**src/rtl/fetch_unit_if.sv**
```systemverilog
// Bundle between the fetch stage, instruction memory, branch predictor, execute redirect and decode.
// Handshake: decode takes the head entry on a rising clock edge exactly when if_valid and if_ready are both
// high in that cycle. if_valid never depends on if_ready. Fields are stable while if_valid is high and not taken.
interface fetch_unit_if;
  logic [31:0] imem_addr;
  logic [31:0] imem_rdata;
  logic        bp_taken;
  logic [31:0] bp_target;
  logic        redirect_valid;
  logic [31:0] redirect_pc;
  logic        if_valid;
  logic        if_ready;
  logic [31:0] if_instr;
  logic [31:0] if_pc;
  logic        if_pred_taken;
  logic [31:0] if_pred_target;
  logic        fetch_fault;
  logic [31:0] fetch_fault_pc;

  modport master (
    output imem_addr,
    input  imem_rdata,
    input  bp_taken,
    input  bp_target,
    input  redirect_valid,
    input  redirect_pc,
    output if_valid,
    input  if_ready,
    output if_instr,
    output if_pc,
    output if_pred_taken,
    output if_pred_target,
    output fetch_fault,
    output fetch_fault_pc
  );

  modport slave (
    input  imem_addr,
    output imem_rdata,
    output bp_taken,
    output bp_target,
    output redirect_valid,
    output redirect_pc,
    input  if_valid,
    output if_ready,
    input  if_instr,
    input  if_pc,
    input  if_pred_taken,
    input  if_pred_target,
    input  fetch_fault,
    input  fetch_fault_pc
  );
endinterface

```
**src/rtl/fetch_unit.sv**
```systemverilog
// Fetch stage: owns the PC, reads imem/predictor combinationally, buffers entries in a small FIFO for decode.
// Optional macro FETCH_MISALIGN_TRAP_EN: a misaligned PC traps into FAULT instead of being forced aligned.
module fetch_unit #(
  parameter logic [31:0] RESET_PC  = 32'h0000_0000,
  parameter int          DEPTH     = 2,
  parameter logic [31:0] NOP_INSTR = 32'h0000_0013
) (
  input  logic       clk,
  input  logic       rst,
  fetch_unit_if.master bus,
  output logic [1:0] state_o
);

  localparam int PTR_W = (DEPTH > 1) ? $clog2(DEPTH) : 1;
  localparam int CNT_W = PTR_W + 1;

  localparam logic [1:0] ST_BOOT  = 2'd0;
  localparam logic [1:0] ST_RUN   = 2'd1;
  localparam logic [1:0] ST_FAULT = 2'd2;

  function automatic logic [31:0] load_pc(input logic [31:0] p);
`ifdef FETCH_MISALIGN_TRAP_EN
    return p;
`else
    return {p[31:2], 2'b00};
`endif
  endfunction

  logic [1:0]       state_q, state_d;
  logic [31:0]      pc_q, pc_d;
  logic [PTR_W-1:0] wr_ptr_q, wr_ptr_d;
  logic [PTR_W-1:0] rd_ptr_q, rd_ptr_d;
  logic [CNT_W-1:0] count_q, count_d;

  logic [31:0] mem_pc_q     [DEPTH];
  logic [31:0] mem_instr_q  [DEPTH];
  logic        mem_taken_q  [DEPTH];
  logic [31:0] mem_target_q [DEPTH];

  logic not_empty;
  logic room;
  logic deq;
  logic fetch;
  logic misaligned;

  assign not_empty = (count_q != '0);
  assign deq       = bus.if_valid & bus.if_ready;
  assign room      = (count_q < CNT_W'(DEPTH)) | deq;
  assign fetch     = (state_q == ST_RUN) & room & ~bus.redirect_valid & ~misaligned;

  assign bus.imem_addr      = pc_q;
  assign bus.if_valid       = not_empty & ~bus.redirect_valid;
  assign bus.if_instr       = not_empty ? mem_instr_q[rd_ptr_q]  : NOP_INSTR;
  assign bus.if_pc          = not_empty ? mem_pc_q[rd_ptr_q]     : 32'h0;
  assign bus.if_pred_taken  = not_empty ? mem_taken_q[rd_ptr_q]  : 1'b0;
  assign bus.if_pred_target = not_empty ? mem_target_q[rd_ptr_q] : 32'h0;
  assign state_o            = state_q;

  always_comb begin
    state_d  = state_q;
    pc_d     = pc_q;
    wr_ptr_d = wr_ptr_q;
    rd_ptr_d = rd_ptr_q;
    count_d  = count_q;
    if (bus.redirect_valid) begin
      // Flush wins over everything, including a same-cycle dequeue.
      state_d  = ST_RUN;
      pc_d     = load_pc(bus.redirect_pc);
      wr_ptr_d = '0;
      rd_ptr_d = '0;
      count_d  = '0;
    end else begin
      if (deq) begin
        rd_ptr_d = rd_ptr_q + 1'b1;
      end
      if (fetch) begin
        wr_ptr_d = wr_ptr_q + 1'b1;
        pc_d     = bus.bp_taken ? load_pc(bus.bp_target) : pc_q + 32'd4;
      end
      count_d = count_q + CNT_W'(fetch) - CNT_W'(deq);
      case (state_q)
        ST_BOOT:  state_d = ST_RUN;
        ST_RUN:   state_d = misaligned ? ST_FAULT : ST_RUN;
        ST_FAULT: state_d = ST_FAULT;
        default:  state_d = ST_BOOT;
      endcase
    end
  end

  always_ff @(posedge clk or posedge rst) begin
    if (rst) begin
      state_q  <= ST_BOOT;
      pc_q     <= load_pc(RESET_PC);
      wr_ptr_q <= '0;
      rd_ptr_q <= '0;
      count_q  <= '0;
    end else begin
      state_q  <= state_d;
      pc_q     <= pc_d;
      wr_ptr_q <= wr_ptr_d;
      rd_ptr_q <= rd_ptr_d;
      count_q  <= count_d;
    end
  end

  // Storage needs no reset: head fields are masked while the FIFO is empty.
  always_ff @(posedge clk) begin
    if (fetch) begin
      mem_pc_q[wr_ptr_q]     <= pc_q;
      mem_instr_q[wr_ptr_q]  <= bus.imem_rdata;
      mem_taken_q[wr_ptr_q]  <= bus.bp_taken;
      mem_target_q[wr_ptr_q] <= bus.bp_target;
    end
  end

`ifdef FETCH_MISALIGN_TRAP_EN
  logic        fault_q, fault_d;
  logic [31:0] fault_pc_q, fault_pc_d;

  assign misaligned = (pc_q[1:0] != 2'b00);

  always_comb begin
    fault_d    = fault_q;
    fault_pc_d = fault_pc_q;
    if (bus.redirect_valid) begin
      fault_d    = 1'b0;
      fault_pc_d = 32'h0;
    end else if ((state_q == ST_RUN) && misaligned) begin
      fault_d    = 1'b1;
      fault_pc_d = pc_q;
    end
  end

  always_ff @(posedge clk or posedge rst) begin
    if (rst) begin
      fault_q    <= 1'b0;
      fault_pc_q <= 32'h0;
    end else begin
      fault_q    <= fault_d;
      fault_pc_q <= fault_pc_d;
    end
  end

  assign bus.fetch_fault    = fault_q;
  assign bus.fetch_fault_pc = fault_pc_q;
`else
  assign misaligned         = 1'b0;
  assign bus.fetch_fault    = 1'b0;
  assign bus.fetch_fault_pc = 32'h0;
`endif

endmodule

```
**src/flat_wrapper.sv**
```systemverilog
// flat-port wrapper written by rule: the top's interface ports become plain ports
module fetch_unit_flat 
#(
  parameter logic [31:0] RESET_PC  = 32'h0000_0000,
  parameter int          DEPTH     = 2,
  parameter logic [31:0] NOP_INSTR = 32'h0000_0013
)
  (clk, rst, state_o, bus_imem_addr, bus_imem_rdata, bus_bp_taken, bus_bp_target, bus_redirect_valid, bus_redirect_pc, bus_if_valid, bus_if_ready, bus_if_instr, bus_if_pc, bus_if_pred_taken, bus_if_pred_target, bus_fetch_fault, bus_fetch_fault_pc);
  fetch_unit_if bus_i ();
  input  logic clk;
  input  logic rst;
  output logic [1:0] state_o;
  output wire logic [$bits(bus_i.imem_addr)-1:0] bus_imem_addr;
  input wire logic [$bits(bus_i.imem_rdata)-1:0] bus_imem_rdata;
  input wire logic [$bits(bus_i.bp_taken)-1:0] bus_bp_taken;
  input wire logic [$bits(bus_i.bp_target)-1:0] bus_bp_target;
  input wire logic [$bits(bus_i.redirect_valid)-1:0] bus_redirect_valid;
  input wire logic [$bits(bus_i.redirect_pc)-1:0] bus_redirect_pc;
  output wire logic [$bits(bus_i.if_valid)-1:0] bus_if_valid;
  input wire logic [$bits(bus_i.if_ready)-1:0] bus_if_ready;
  output wire logic [$bits(bus_i.if_instr)-1:0] bus_if_instr;
  output wire logic [$bits(bus_i.if_pc)-1:0] bus_if_pc;
  output wire logic [$bits(bus_i.if_pred_taken)-1:0] bus_if_pred_taken;
  output wire logic [$bits(bus_i.if_pred_target)-1:0] bus_if_pred_target;
  output wire logic [$bits(bus_i.fetch_fault)-1:0] bus_fetch_fault;
  output wire logic [$bits(bus_i.fetch_fault_pc)-1:0] bus_fetch_fault_pc;
  assign bus_imem_addr = bus_i.imem_addr;
  assign bus_i.imem_rdata = bus_imem_rdata;
  assign bus_i.bp_taken = bus_bp_taken;
  assign bus_i.bp_target = bus_bp_target;
  assign bus_i.redirect_valid = bus_redirect_valid;
  assign bus_i.redirect_pc = bus_redirect_pc;
  assign bus_if_valid = bus_i.if_valid;
  assign bus_i.if_ready = bus_if_ready;
  assign bus_if_instr = bus_i.if_instr;
  assign bus_if_pc = bus_i.if_pc;
  assign bus_if_pred_taken = bus_i.if_pred_taken;
  assign bus_if_pred_target = bus_i.if_pred_target;
  assign bus_fetch_fault = bus_i.fetch_fault;
  assign bus_fetch_fault_pc = bus_i.fetch_fault_pc;
  fetch_unit #(.RESET_PC(RESET_PC), .DEPTH(DEPTH), .NOP_INSTR(NOP_INSTR)) u_core (.clk(clk), .rst(rst), .bus(bus_i), .state_o(state_o));
endmodule
```
**config.mk**
```make
export PLATFORM = sky130hd
export DESIGN_NAME = fetch_unit_flat
export DESIGN_NICKNAME = d
export VERILOG_FILES = /design/src/rtl/fetch_unit_if.sv /design/src/rtl/fetch_unit.sv /design/src/flat_wrapper.sv
export SDC_FILE = /design/constraint.sdc
export NUM_CORES = 1
export LEC_CHECK = 0
export BUFFER_PORTS_ARGS = -buffer_cell sky130_fd_sc_hd__buf_4
export CORE_MARGIN = 5
export CORE_UTILIZATION = 47
export CTS_CLUSTER_DIAMETER = 50
export DETAILED_ROUTE_END_ITERATION = 10
export GPL_TIMING_DRIVEN = 0
export MAX_ROUTING_LAYER = met4
export PLACE_DENSITY = 0.77
export SLEW_MARGIN = 20
export SYNTH_ARGS = -nofsm -noshare
export SYNTH_HDL_FRONTEND = slang
export SYNTH_SLANG_ARGS = --single-unit
```
**constraint.sdc**
```tcl
create_clock -name clk -period 6.35 [get_ports clk]
set_input_delay 1.27 -clock clk [delete_from_list [all_inputs] [get_ports clk]]
set_output_delay 1.27 -clock clk [all_outputs]
set_load 0.1 [all_outputs]
```
=== Word level (Yosys, flattened, before mapping) ===
Memory sizes are Yosys's and may differ from the RTL's.
Cells that the tools add are included.
Widths: inputs -> output; s select.

* Add/subtract/negate cells: 5
* Magnitude comparators: 1
* Equality and inequality tests: 2
* Muxes and demuxes: 16
* Bitwise gates (word level): 6
* Reductions and logical operators: 5

{| class="wikitable"
|+ Operators by type and width
! cell !! count
|-
| $mux 32 || 6
|-
| $add 32x3->32 const B || 1
|-
| $mux 1 || 7
|-
| $reduce_bool 2->1 || 3
|-
| $and 1x1->1 || 4
|-
| $mux 2 || 2
|-
| $pmux 2 s2 || 1
|-
| $add 1x1->1 const B || 2
|-
| $add 2x1->2 || 1
|-
| $eq 2x1->1 const B || 1
|-
| $eq 2x2->1 const B || 1
|-
| $logic_not 2->1 || 1
|-
| $lt 2x2->1 const B || 1
|-
| $reduce_or 2->1 || 1
|-
| $sub 2x1->2 || 1
|-
| $not 1->1 || 1
|-
| $or 1x1->1 || 1
|}

* Flip-flop bits (word level): 38
* RAM bits: 194
* Input bits: 101
* Memories kept: 4

{| class="wikitable"
|+ Memories
! name !! depth !! bits a word !! read ports !! clocked after memory_dff !! wr ports !! line !! text
|-
| u_core.mem_instr_q || 2 || 32 || 1 || 0 || 1 || fetch_unit.sv:36 || <nowiki>logic [31:0] mem_instr_q [DEPTH];</nowiki>
|-
| u_core.mem_pc_q || 2 || 32 || 1 || 0 || 1 || fetch_unit.sv:35 || <nowiki>logic [31:0] mem_pc_q [DEPTH];</nowiki>
|-
| u_core.mem_target_q || 2 || 32 || 1 || 0 || 1 || fetch_unit.sv:38 || <nowiki>logic [31:0] mem_target_q [DEPTH];</nowiki>
|-
| u_core.mem_taken_q || 2 || 1 || 1 || 0 || 1 || fetch_unit.sv:37 || <nowiki>logic mem_taken_q [DEPTH];</nowiki>
|}

=== Depth between registers and ports, before layout ===
Gate-level depths: netlist (run 1).

* Word-level depth: 9
* Depth in mapped cells: 9
* Depth with buffers taken out: 8

=== Worst setup path after synthesis (run 1) ===
OpenSTA, ideal clock, no wires.

* Path kind: input to register
* Start: input bus_redirect_valid
* End: memory u_core.mem_instr_q[0][0] (enable)
* Setup time: 0.551 ns
* Arrival: 5.708 ns
* Required time: 5.799 ns
* Path slack: 0.091 ns
* Stages: 2
* Cells stage by stage: or3_1 -> nor2_1

* Cells in the longest elaborated chain, start to end: 8

{| class="wikitable"
|+ Ends and longest elaborated chain
! what !! line !! text
|-
| from (decl) || flat_wrapper.sv:17 || <nowiki>input wire logic [$bits(bus_i.redirect_valid)-1:0] bus_redirect_valid;</nowiki>
|-
| $not 1->1 * || fetch_unit.sv:49, fetch_unit.sv:52 ||
|-
| $and 1x1->1 || fetch_unit.sv:52 || <nowiki>assign bus.if_valid = not_empty & ~bus.redirect_valid;</nowiki>
|-
| $and 1x1->1 || fetch_unit.sv:47 || <nowiki>assign deq = bus.if_valid & bus.if_ready;</nowiki>
|-
| $or 1x1->1 || fetch_unit.sv:48 || <nowiki>assign room = (count_q < CNT_W'(DEPTH)) | deq;</nowiki>
|-
| $and 1x1->1 || fetch_unit.sv:49 || <nowiki>assign fetch = (state_q == ST_RUN) & room & ~bus.redirect_valid & ~misaligned;</nowiki>
|-
| $and 1x1->1 * || fetch_unit.sv:49 ||
|-
| $mux 1 * || fetch_unit.sv:108 || <nowiki>if (fetch) begin</nowiki>
|-
| $mux 1 (implied by the code) * || fetch_unit.sv:110 || <nowiki>mem_instr_q[wr_ptr_q] <= bus.imem_rdata;</nowiki>
|-
| to (decl) || fetch_unit.sv:36 ||
|}

Every way passes the cells marked *; elsewhere a longest branch is shown, timed or not.

=== Worst setup path after layout (run 1) ===
* Start: register u_core.count_q[1]
* End: output bus_if_pc[12]

* Cells in the longest elaborated chain, start to end: 2

{| class="wikitable"
|+ Ends and longest elaborated chain
! what !! line !! text
|-
| from (decl) || fetch_unit.sv:33 || <nowiki>logic [CNT_W-1:0] count_q, count_d;</nowiki>
|-
| from (signal assigned) || fetch_unit.sv:102 || <nowiki>count_q <= count_d;</nowiki>
|-
| $reduce_bool 2->1 || fetch_unit.sv:46 || <nowiki>assign not_empty = (count_q != '0);</nowiki>
|-
| $mux 32 || fetch_unit.sv:54 || <nowiki>assign bus.if_pc = not_empty ? mem_pc_q[rd_ptr_q] : 32'h0;</nowiki>
|-
| to (decl) || flat_wrapper.sv:22 || <nowiki>output wire logic [$bits(bus_i.if_pc)-1:0] bus_if_pc;</nowiki>
|}

Every way passes these cells.

==> results of run 1 <==
cell type report:
cell class / count / share of cell area, %
flip-flops and latches: 226 / 51.1
diodes: 1 / 0.0193
clock buffers: 31 / 5.34
multi-input cells: 433 / 22.0
repair buffers: 232 / 14.2
well taps: 270 / 2.61
clock inverters: 18 / 1.29
inverters: 6 / 0.174
plain buffers: 74 / 3.32
cells in the mapped netlist, types with 3 or more instances:
cell type / instances / area [um2]
edfxtp_1: 190 / 5710
nor2_1: 116 / 435
mux2i_1: 97 / 971
buf_4: 38 / 285
dfrtp_1: 36 / 901
clkbuf_1: 26 / 97.6
o21ai_0: 24 / 120
o21ai_1: 15 / 75.1
a222oi_1: 13 / 130
nand2_1: 13 / 48.8
xor2_1: 13 / 114
a21oi_1: 10 / 50.1
nand4_1: 8 / 50.1
and3_1: 7 / 43.8
buf_2: 7 / 35.0
nand3_1: 7 / 35.0
xnor2_1: 7 / 61.3
a22oi_1: 5 / 37.5
o31ai_1: 5 / 37.5
a31oi_1: 4 / 25.0
and2_1: 4 / 25.0
inv_1: 4 / 15.0
a221o_1: 3 / 30.0
a22o_1: 3 / 26.3
and4_1: 3 / 26.3
buf_1: 3 / 11.3
ha_1: 3 / 37.5
nand2b_1: 3 / 18.8
nor3_1: 3 / 15.0
o22ai_1: 3 / 18.8
state kept, by name, summed over array words and instances (netlist names):
| name | cells |
|---|---|
| u_core.bus.imem_addr | 30 |
| u_core.count_q | 2 |
| u_core.mem_instr_q | 64 |
| u_core.mem_pc_q | 60 |
| u_core.mem_taken_q | 2 |
| u_core.mem_target_q | 64 |
| u_core.rd_ptr_q | 1 |
| u_core.state_o | 2 |
| u_core.wr_ptr_q | 1 |
per-layer routing:
layer  share of wire, %  vias up  global-route usage, %
met5                  0        -                      -
met4                1.9        0                   4.84
met3                 11       36                   6.04
met2                 48      365                   33.8
met1                 39     3213                   28.0
li1                   -     3162                      -
final timing paths:
| path | from | end | slack, ns | cells past startpoint |
|---|---|---|---|---|
| setup / recovery | u_core.count_q[1] | bus_if_pc[12] | 2.29 | 5 |
| hold / removal | u_core.state_o[0] | u_core.state_o[1] | 0.47 | 1 |
| setup reg to reg | u_core.state_o[1] | u_core.mem_pc_q[1][24] | 3.59 | 5 |
| hold reg to reg | u_core.state_o[0] | u_core.state_o[1] | 0.47 | 1 |
| max in group asynchronous | rst | u_core.bus.imem_addr[21] | 5.24 | 3 |
| min in group asynchronous | rst | u_core.state_o[0] | 0.68 | 2 |
stage by stage:
stage	TNS (ns)	cell area [um2]
final	0	12900
after detailed placement	0	12100
after global placement	-247.55	11900
after global routing	0	12900
after CTS	0	12900
after floorplan	0	9900
placed cells by master, fill, tap and decap left out, types with 4 or more instances in the layout:
cell type	count
a21oi_1	10
a222oi_1	13
a22oi_1	5
a31oi_1	4
and3_1	7
buf_12	4
buf_2	7
buf_4	264
clkbuf_1	30
clkbuf_16	27
clkinv_1	5
clkinv_2	5
conb_1	37
dfrtp_1	36
edfxtp_1	190
mux2i_1	97
nand2_1	13
nand3_1	7
nand4_1	8
nor2_1	115
o21ai_0	24
o21ai_1	15
o31ai_1	5
xnor2_1	7
xor2_1	13
kinds of logic after synthesis:
family	after synthesis
mux	97
compound gates	99
fa+ha+maj	3
flops	226
buf+inv	80
simple gates	177
xor+xnor	20
other cells	1
==> run metrics, run 1 <==
later-pin clock latency in the skew report=around 0.52 ns; multi-input logic area=2850 um2; CTS tree=done; fillcell total=~1.6k; library cells used by synthesis=51; CP arrival=2.79 ns; maxcap violations=0; Die Y=around 150 um; final hold vios=0; hold_ws=0.466 ns; GRT Overall Usage=around 21%; Synth Area in Simple Gates=between 8 and 9%; num rows=52; complex-gate fraction of the synthesized area=under 10%; clk_skew=between 0.01 and 0.015 ns; synth-to-layout area growth=32.5%; relative slew slack=a little under half; width of the die=roughly 150 um; adder-cell share of the synthesized area=less than 1%; setup repair after global routing missed its margin=no; DPL Wire Length=18.3 mm; routed wire length=25.7 mm; DR vias=roughly 6.8k; critical-path cell list=nor2_1 -> clkbuf_1 -> clkbuf_1 -> nor2_1 -> buf_4; pin count of the biggest net entering global routing=49; Setup Viol. Count Final=0; fraction of layout cells with a size suffix above 1=between 30 and 40%; die footprint=23,700 um2; placed cells=1,241; total gr overflow=0; Hold Path Class=reg -> reg; f_max=~250 MHz; IO Port Bufs=226; IO Pins=roughly 270; register bit total from synthesis=between 200 and 250; outcome=finished, final reports clean; antenna viol nets, final=0; post-synthesis cell count=about 700; Final Util=between 60% and 70%; Slew @ Worst Pin=between 0.8 and 0.9 ns; Crit Path Class=reg -> out; drt drc=0; vias in the first global route=6,772; clock transition at the registers of the reported paths=~0.060 ns; fin crit period=about 4 ns; Final #Nets=1,104; Pre-antenna DRT Iters=7; Avg Cell Area, Syn=13.9 um2; worst-path fanout max=10; non-filler cells, final=1,291; yosys warns=0; Post-Synthesis Cell Area=just under 10,000 um2; Post-CTS Setup Bufs=0; CTS Root Cell=clkbuf_16; Post-CTS Resized=0; Slowest-stage cell, CP=clkbuf_1; H-tree depth=1; WL/cell=approximately 20 um; startpoint types=register; number of buffers created by CTS=27; register area share after synthesis=between 60% and 70%; Crit. End Element=output port; WP buf/inv=3; initial antenna violation count=1; fin crit share=~64%; # hold bufs at CTS=0; CP required=5.08 ns; mux share of post-synthesis cell area=approximately 9.9%; Final Max Tran Viols=0; post-DR vias/cell=between 5 and 6; Place WS=about 2.6 ns; worst setup margin=2.29 ns; first-pass GRT wire length=39.0 mm; clk sinks=approximately 230; largest family of logic cells by synthesized area=multiplexers; CP delay by family, top=buffers and inverters; Synth async-reset ratio=between 15 and 20%; Initial Util=47.9%; Synth Flop Type=edfxtp_1; Reg area=between 6000 and 7000 um2; CTS max path bufs=3; Post-synth EDFFs=190; CP peak stage delay=~0.58 ns; GP Congestion=0.884; post-synthesis xor/xnor area fraction=approximately 1.8%; Placeable Area=roughly 20,000 um2; DRT iter0 DRCs=between 600 and 700
Power of run 1 is not shown: default switching activity piles up to over one toggle a cycle in this logic, so the estimate is an artifact.
==> inputs of run 2 (changes only) <==
==> constraint.sdc (replaced) <==
create_clock -name clk -period 3.97 [get_ports clk]
set_input_delay 0.794 -clock clk [delete_from_list [all_inputs] [get_ports clk]]
set_output_delay 0.794 -clock clk [all_outputs]
set_load 0.1 [all_outputs]
==> run metrics, run 2 (same netlist as run 1, synthesis figures left out) <==
DR vias=6,792 (was 6,776); clk_skew=0.00921 ns (was 0.0134 ns); Post-CTS Setup Bufs=0 (unchanged); Final Max Tran Viols=0 (unchanged); pin count of the biggest net entering global routing=52 (was 49); routed wire length=25.8 mm (was 25.7 mm); IO Pins=266 (unchanged); WL/cell=20.0 um (was 19.9 um); met1 global-route usage=26.6% (was 28.0%); setup repair after global routing missed its margin=no (unchanged); maxcap violations=0 (unchanged); drt drc=0 (unchanged); Top Registers=u_core.mem_instr_q: 64 flops, u_core.mem_target_q: 64 flops, u_core.mem_pc_q: 60 flops (unchanged); most frequent cells in the layout=264 x buf_4, 190 x edfxtp_1, 115 x nor2_1, 97 x mux2i_1, 37 x conb_1 (unchanged); H-tree depth=1 (unchanged); width of the die=154 um (unchanged); GRT Overall Usage=21.3% (was 21.4%); number of buffers created by CTS=27 (unchanged); clock transition at the registers of the reported paths=0.06 ns (about the same); Place WS=0.900 ns (was 2.62 ns); DPL Wire Length=18.5 mm (was 18.3 mm); num rows=52 (unchanged); IO Port Bufs=226 (unchanged); met2 Use GR=34.8% (was 33.8%); Final Cell Area=12,900 um2 (about the same); met3 usage=5.42% (was 6.04%); total gr overflow=0 (unchanged); placed cell areas=12,100 um2 (unchanged); CP arrival=2.79 ns (about the same); CTS Root Cell=clkbuf_16 (unchanged); relative slew slack=48.1% (was 46.2%); GP Congestion=0.895 (was 0.884); CP required=3.18 ns (was 5.08 ns); later-pin clock latency in the skew report=0.52 ns (about the same); clk sinks=226 (unchanged); Slowest-stage cell, CP=clkbuf_1 (unchanged); commonest non-fill, non-tap cell in the layout=buf_4 (unchanged); fin crit share=approximately nine tenths; CP peak stage delay=0.61 ns (was 0.58 ns); die footprint=23,700 um2 (unchanged); outcome=finished, final reports clean (unchanged); Crit Path Class=reg -> out (unchanged); Final #Nets=1,104 (unchanged); # hold bufs at CTS=0 (unchanged); Setup TNS=0 ns (unchanged); Post-CTS Resized=0 (unchanged); final hold vios=0 (unchanged); post-DR vias/cell=5.26 (was 5.25); Die Y=154 um (unchanged); Slew @ Worst Pin=0.778 ns (was 0.808 ns); CTS tree=done (unchanged); fin crit period=between 3 and 4 ns; Hold Path Class=in -> async (was reg -> reg); worst-path fanout max=10 (unchanged); CTS max path bufs=3 (unchanged); Initial Util=47.9% (unchanged); non-filler cells, final=1,291 (unchanged); critical-path cell list=nor2_1 -> clkbuf_1 -> clkbuf_1 -> nor2_1 -> buf_4 (unchanged); DRT iter0 DRCs=435 (was 641); first-pass GRT wire length=38.5 mm (was 39.0 mm); Crit. End Element=output port (unchanged); antenna viol nets, final=0 (unchanged); worst setup margin=0.382 ns (was 2.29 ns); startpoint types=register (unchanged); f_max=between 200 and 300 MHz; vias in the first global route=6,808 (was 6,772); busiest grt layer=met2 (unchanged); Placeable Area=20,400 um2 (unchanged); fraction of layout cells with a size suffix above 1=32.7% (was 32.5%); synth-to-layout area growth=32.6% (was 32.5%); initial antenna violation count=1 (unchanged); Setup Viol. Count Final=0 (unchanged); placed cells=1,241 (unchanged); Pre-antenna DRT Iters=5 (was 7)
[run 2: path summary, 6_finish.rpt]
| check | start | end | slack, ns | depth (start not counted) |
|---|---|---|---|---|
| worst max-delay path | u_core.count_q[1] | bus_if_pc[16] | 0.38 | 5 |
| worst min-delay path | rst | u_core.state_o[0] | 0.21 | 2 |
| worst max register to register | u_core.count_q[1] | u_core.mem_target_q[1][16] | 1.28 | 5 |
| worst min register to register | u_core.state_o[0] | u_core.state_o[1] | 0.46 | 1 |
| max in group asynchronous | rst | u_core.rd_ptr_q | 3.33 | 3 |
| min in group clk | bus_imem_rdata[31] | u_core.mem_instr_q[0][31] | 0.46 | 1 |
[run 2: layout make-up]
cell class	instances	area (um2)
Tap cell	270	338
Buffer	74	429
Fill cell	1573	7430
Sequential cell	226	6610
Multi-Input combinational cell	433	2850
Clock buffer	38	767
Clock inverter	11	93.8
Timing Repair Buffer	232	1830
Antenna cell	1	2.50
Inverter	6	22.5
[run 2: critical path, delay by kind of cell, from the launching register on]
family | cells | cell delay [ns]
AND/OR/NAND/NOR | 2 | 0.44
buffers and inverters | 3 | 1.39
flip-flops | 1 | 0.45
[run 2: stage by stage]
stage / util [%] / hold WS, ns
finish: 63.5 / 0.205
global route: 63.5 / 0.204
CTS: 63.5 / 0.191
detailed placement: 59.3 / 0.451
global placement: 58.6 / 0.442
floorplan: - / 0.523
[run 2: metal layers]
layer,wire length (um),vias up
met5,0,-
met4,646,0
met3,2540,48
met2,12600,326
met1,10000,3268
li1,-,3150
Power of run 2 is left out for the same reason.
==> inputs of run 3 (changes only) <==
--- a/config.mk
+++ b/config.mk
@@ -6,7 +6,7 @@
 export NUM_CORES = 1
 export LEC_CHECK = 0
 export BUFFER_PORTS_ARGS = -buffer_cell sky130_fd_sc_hd__buf_4
-export CORE_MARGIN = 5
+export CORE_MARGIN = 2
 export CORE_UTILIZATION = 47
 export CTS_CLUSTER_DIAMETER = 50
 export DETAILED_ROUTE_END_ITERATION = 10
==> run metrics, run 3 (same netlist as run 1, synthesis figures left out) <==
ant diodes=0 (was 1); Post-CTS Setup Bufs=0 (unchanged); fraction of layout cells with a size suffix above 1=32.2% (was 32.7%); Post-CTS Resized=0 (unchanged); Final #Nets=1,104 (unchanged); post-DR vias/cell=5.24 (was 5.26); synth-to-layout area growth=32.1% (was 32.6%); first-pass GRT wire length=36.8 mm (was 38.5 mm); CP peak stage delay=0.59 ns (was 0.61 ns); IO Pins=266 (unchanged); GRT Overall Usage=22.5% (was 21.3%); clk_skew=0.0142 ns (was 0.00921 ns); clk sinks=226 (unchanged); initial antenna violation count=0 (was 1); clock transition at the registers of the reported paths=0.06 ns (about the same); later-pin clock latency in the skew report=0.52 ns (about the same); H-tree depth=1 (unchanged); fillcell total=1,582 (was 1,573); outcome=finished, final reports clean (unchanged); worst-path fanout max=10 (unchanged); drt drc=0 (unchanged); multi-input logic area=2850 um2 (unchanged); IO Port Bufs=226 (unchanged); critical-path cell list=nor2_1 -> clkbuf_1 -> clkbuf_1 -> nor2_1 -> buf_4 (unchanged); DRT iter0 DRCs=493 (was 435); WL/cell=19.0 um (was 20.0 um); fin crit period=3.57 ns (was 3.59 ns); Top Registers=u_core.mem_instr_q: 64 flops, u_core.mem_target_q: 64 flops, u_core.mem_pc_q: 60 flops (unchanged); fin crit share=89.9% (was 90.4%); Crit. End Element=output port (unchanged); Crit Path Class=reg -> out (unchanged); f_max=280 MHz (was 279 MHz); num rows=52 (unchanged); die footprint=21,900 um2 (was 23,700 um2); Final Cell Area=12,900 um2 (about the same); non-filler cells, final=1,289 (was 1,291); setup repair after global routing missed its margin=no (unchanged); # hold bufs at CTS=0 (unchanged); width of the die=148 um (was 154 um); Slowest-stage cell, CP=clkbuf_1 (unchanged); GP Congestion=0.851 (was 0.895); Reg area=6610 um2 (unchanged); CP arrival=2.78 ns (was 2.79 ns); Reg2Reg Depth=5 (unchanged); vias in the first global route=6,633 (was 6,808); Final Max Tran Viols=0 (unchanged); Pre-antenna DRT Iters=5 (unchanged); CTS Root Cell=clkbuf_16 (unchanged); DR vias=6,750 (was 6,792); relative slew slack=49.2% (was 48.1%); maxcap violations=0 (unchanged); CTS tree=done (unchanged); most frequent cells in the layout=264 x buf_4, 190 x edfxtp_1, 115 x nor2_1, 97 x mux2i_1, 37 x conb_1 (unchanged); placed cell areas=12,100 um2 (about the same); Die Y=148 um (was 154 um); final hold vios=0 (unchanged); CTS max path bufs=3 (unchanged); routed wire length=24.5 mm (was 25.8 mm); Setup Viol. Count Final=0 (unchanged); Placeable Area=20,300 um2 (was 20,400 um2); Hold Path Class=in -> async (unchanged); total gr overflow=0 (unchanged); Initial Util=48.1% (was 47.9%); commonest non-fill, non-tap cell in the layout=buf_4 (unchanged); DPL Wire Length=17.6 mm (was 18.5 mm); number of buffers created by CTS=26 (was 27); CP required=3.18 ns (about the same); pin count of the biggest net entering global routing=45 (was 52); Slew @ Worst Pin=0.762 ns (was 0.778 ns); antenna viol nets, final=0 (unchanged); placed cells=1,242 (was 1,241); startpoint types=register (unchanged)
## run 3: cell types whose count changed in the layout (fill, tap and decap cells not counted), moves of 2 or more
cell / before / now
inv_6: 5 / 1
clkbuf_8: 5 / 2
clkinv_1: 1 / 4
clkbuf_1: 32 / 34
clkinv_4: 0 / 2
## run 3: cell type report
cell class | instances | area share (%)
plain buffers | 74 | 3.33
clock buffers | 37 | 5.68
clock inverters | 10 | 0.485
inverters | 6 | 0.175
multi-input cells | 433 | 22.1
flip-flops and latches | 226 | 51.2
well taps | 270 | 2.62
repair buffers | 233 | 14.4
## run 3: per-stage QoR
step	setup WS (ns)	setup TNS (ns)	utilization, %	hold slack, ns
3_5_place_dp	0.893	0	59.6	0.452
2_1_floorplan	0.537	0	-	0.523
5_1_grt	0.155	0	63.5	0.196
6_report	0.401	0	63.5	0.189
3_3_place_gp	-0.173	-17.30	58.8	0.440
4_1_cts	0.311	0	63.5	0.177
## run 3: metal layers
layer | track usage (%) | vias up | part of all wire [%] | wire length, um
met5 | - | - | 0 | 0
met4 | 6.95 | 0 | 2.6 | 637
met3 | 5.46 | 43 | 9.8 | 2410
met2 | 34.9 | 344 | 47 | 11600
met1 | 29.5 | 3200 | 40 | 9860
li1 | - | 3163 | - | -
## run 3: worst paths after layout
kind | end | startpoint | slack [ns]
min in group clk | u_core.state_o[1] | u_core.state_o[0] | 0.46
max reg2reg | u_core.mem_pc_q[1][22] | u_core.count_q[1] | 1.52
min reg2reg | u_core.state_o[1] | u_core.state_o[0] | 0.46
min | u_core.bus.imem_addr[7] | rst | 0.19
max in group asynchronous | u_core.bus.imem_addr[20] | rst | 3.34
max | bus_if_pc[11] | u_core.count_q[1] | 0.40
## run 3: worst max-delay path, delay by kind of cell, from the launching register on
| family | cells | cell delay (ns) |
|---|---|---|
| buffers and inverters | 3 | 1.34 |
| flip-flops | 1 | 0.45 |
| AND/OR/NAND/NOR | 2 | 0.44 |
Power of run 3 is left out for the same reason.
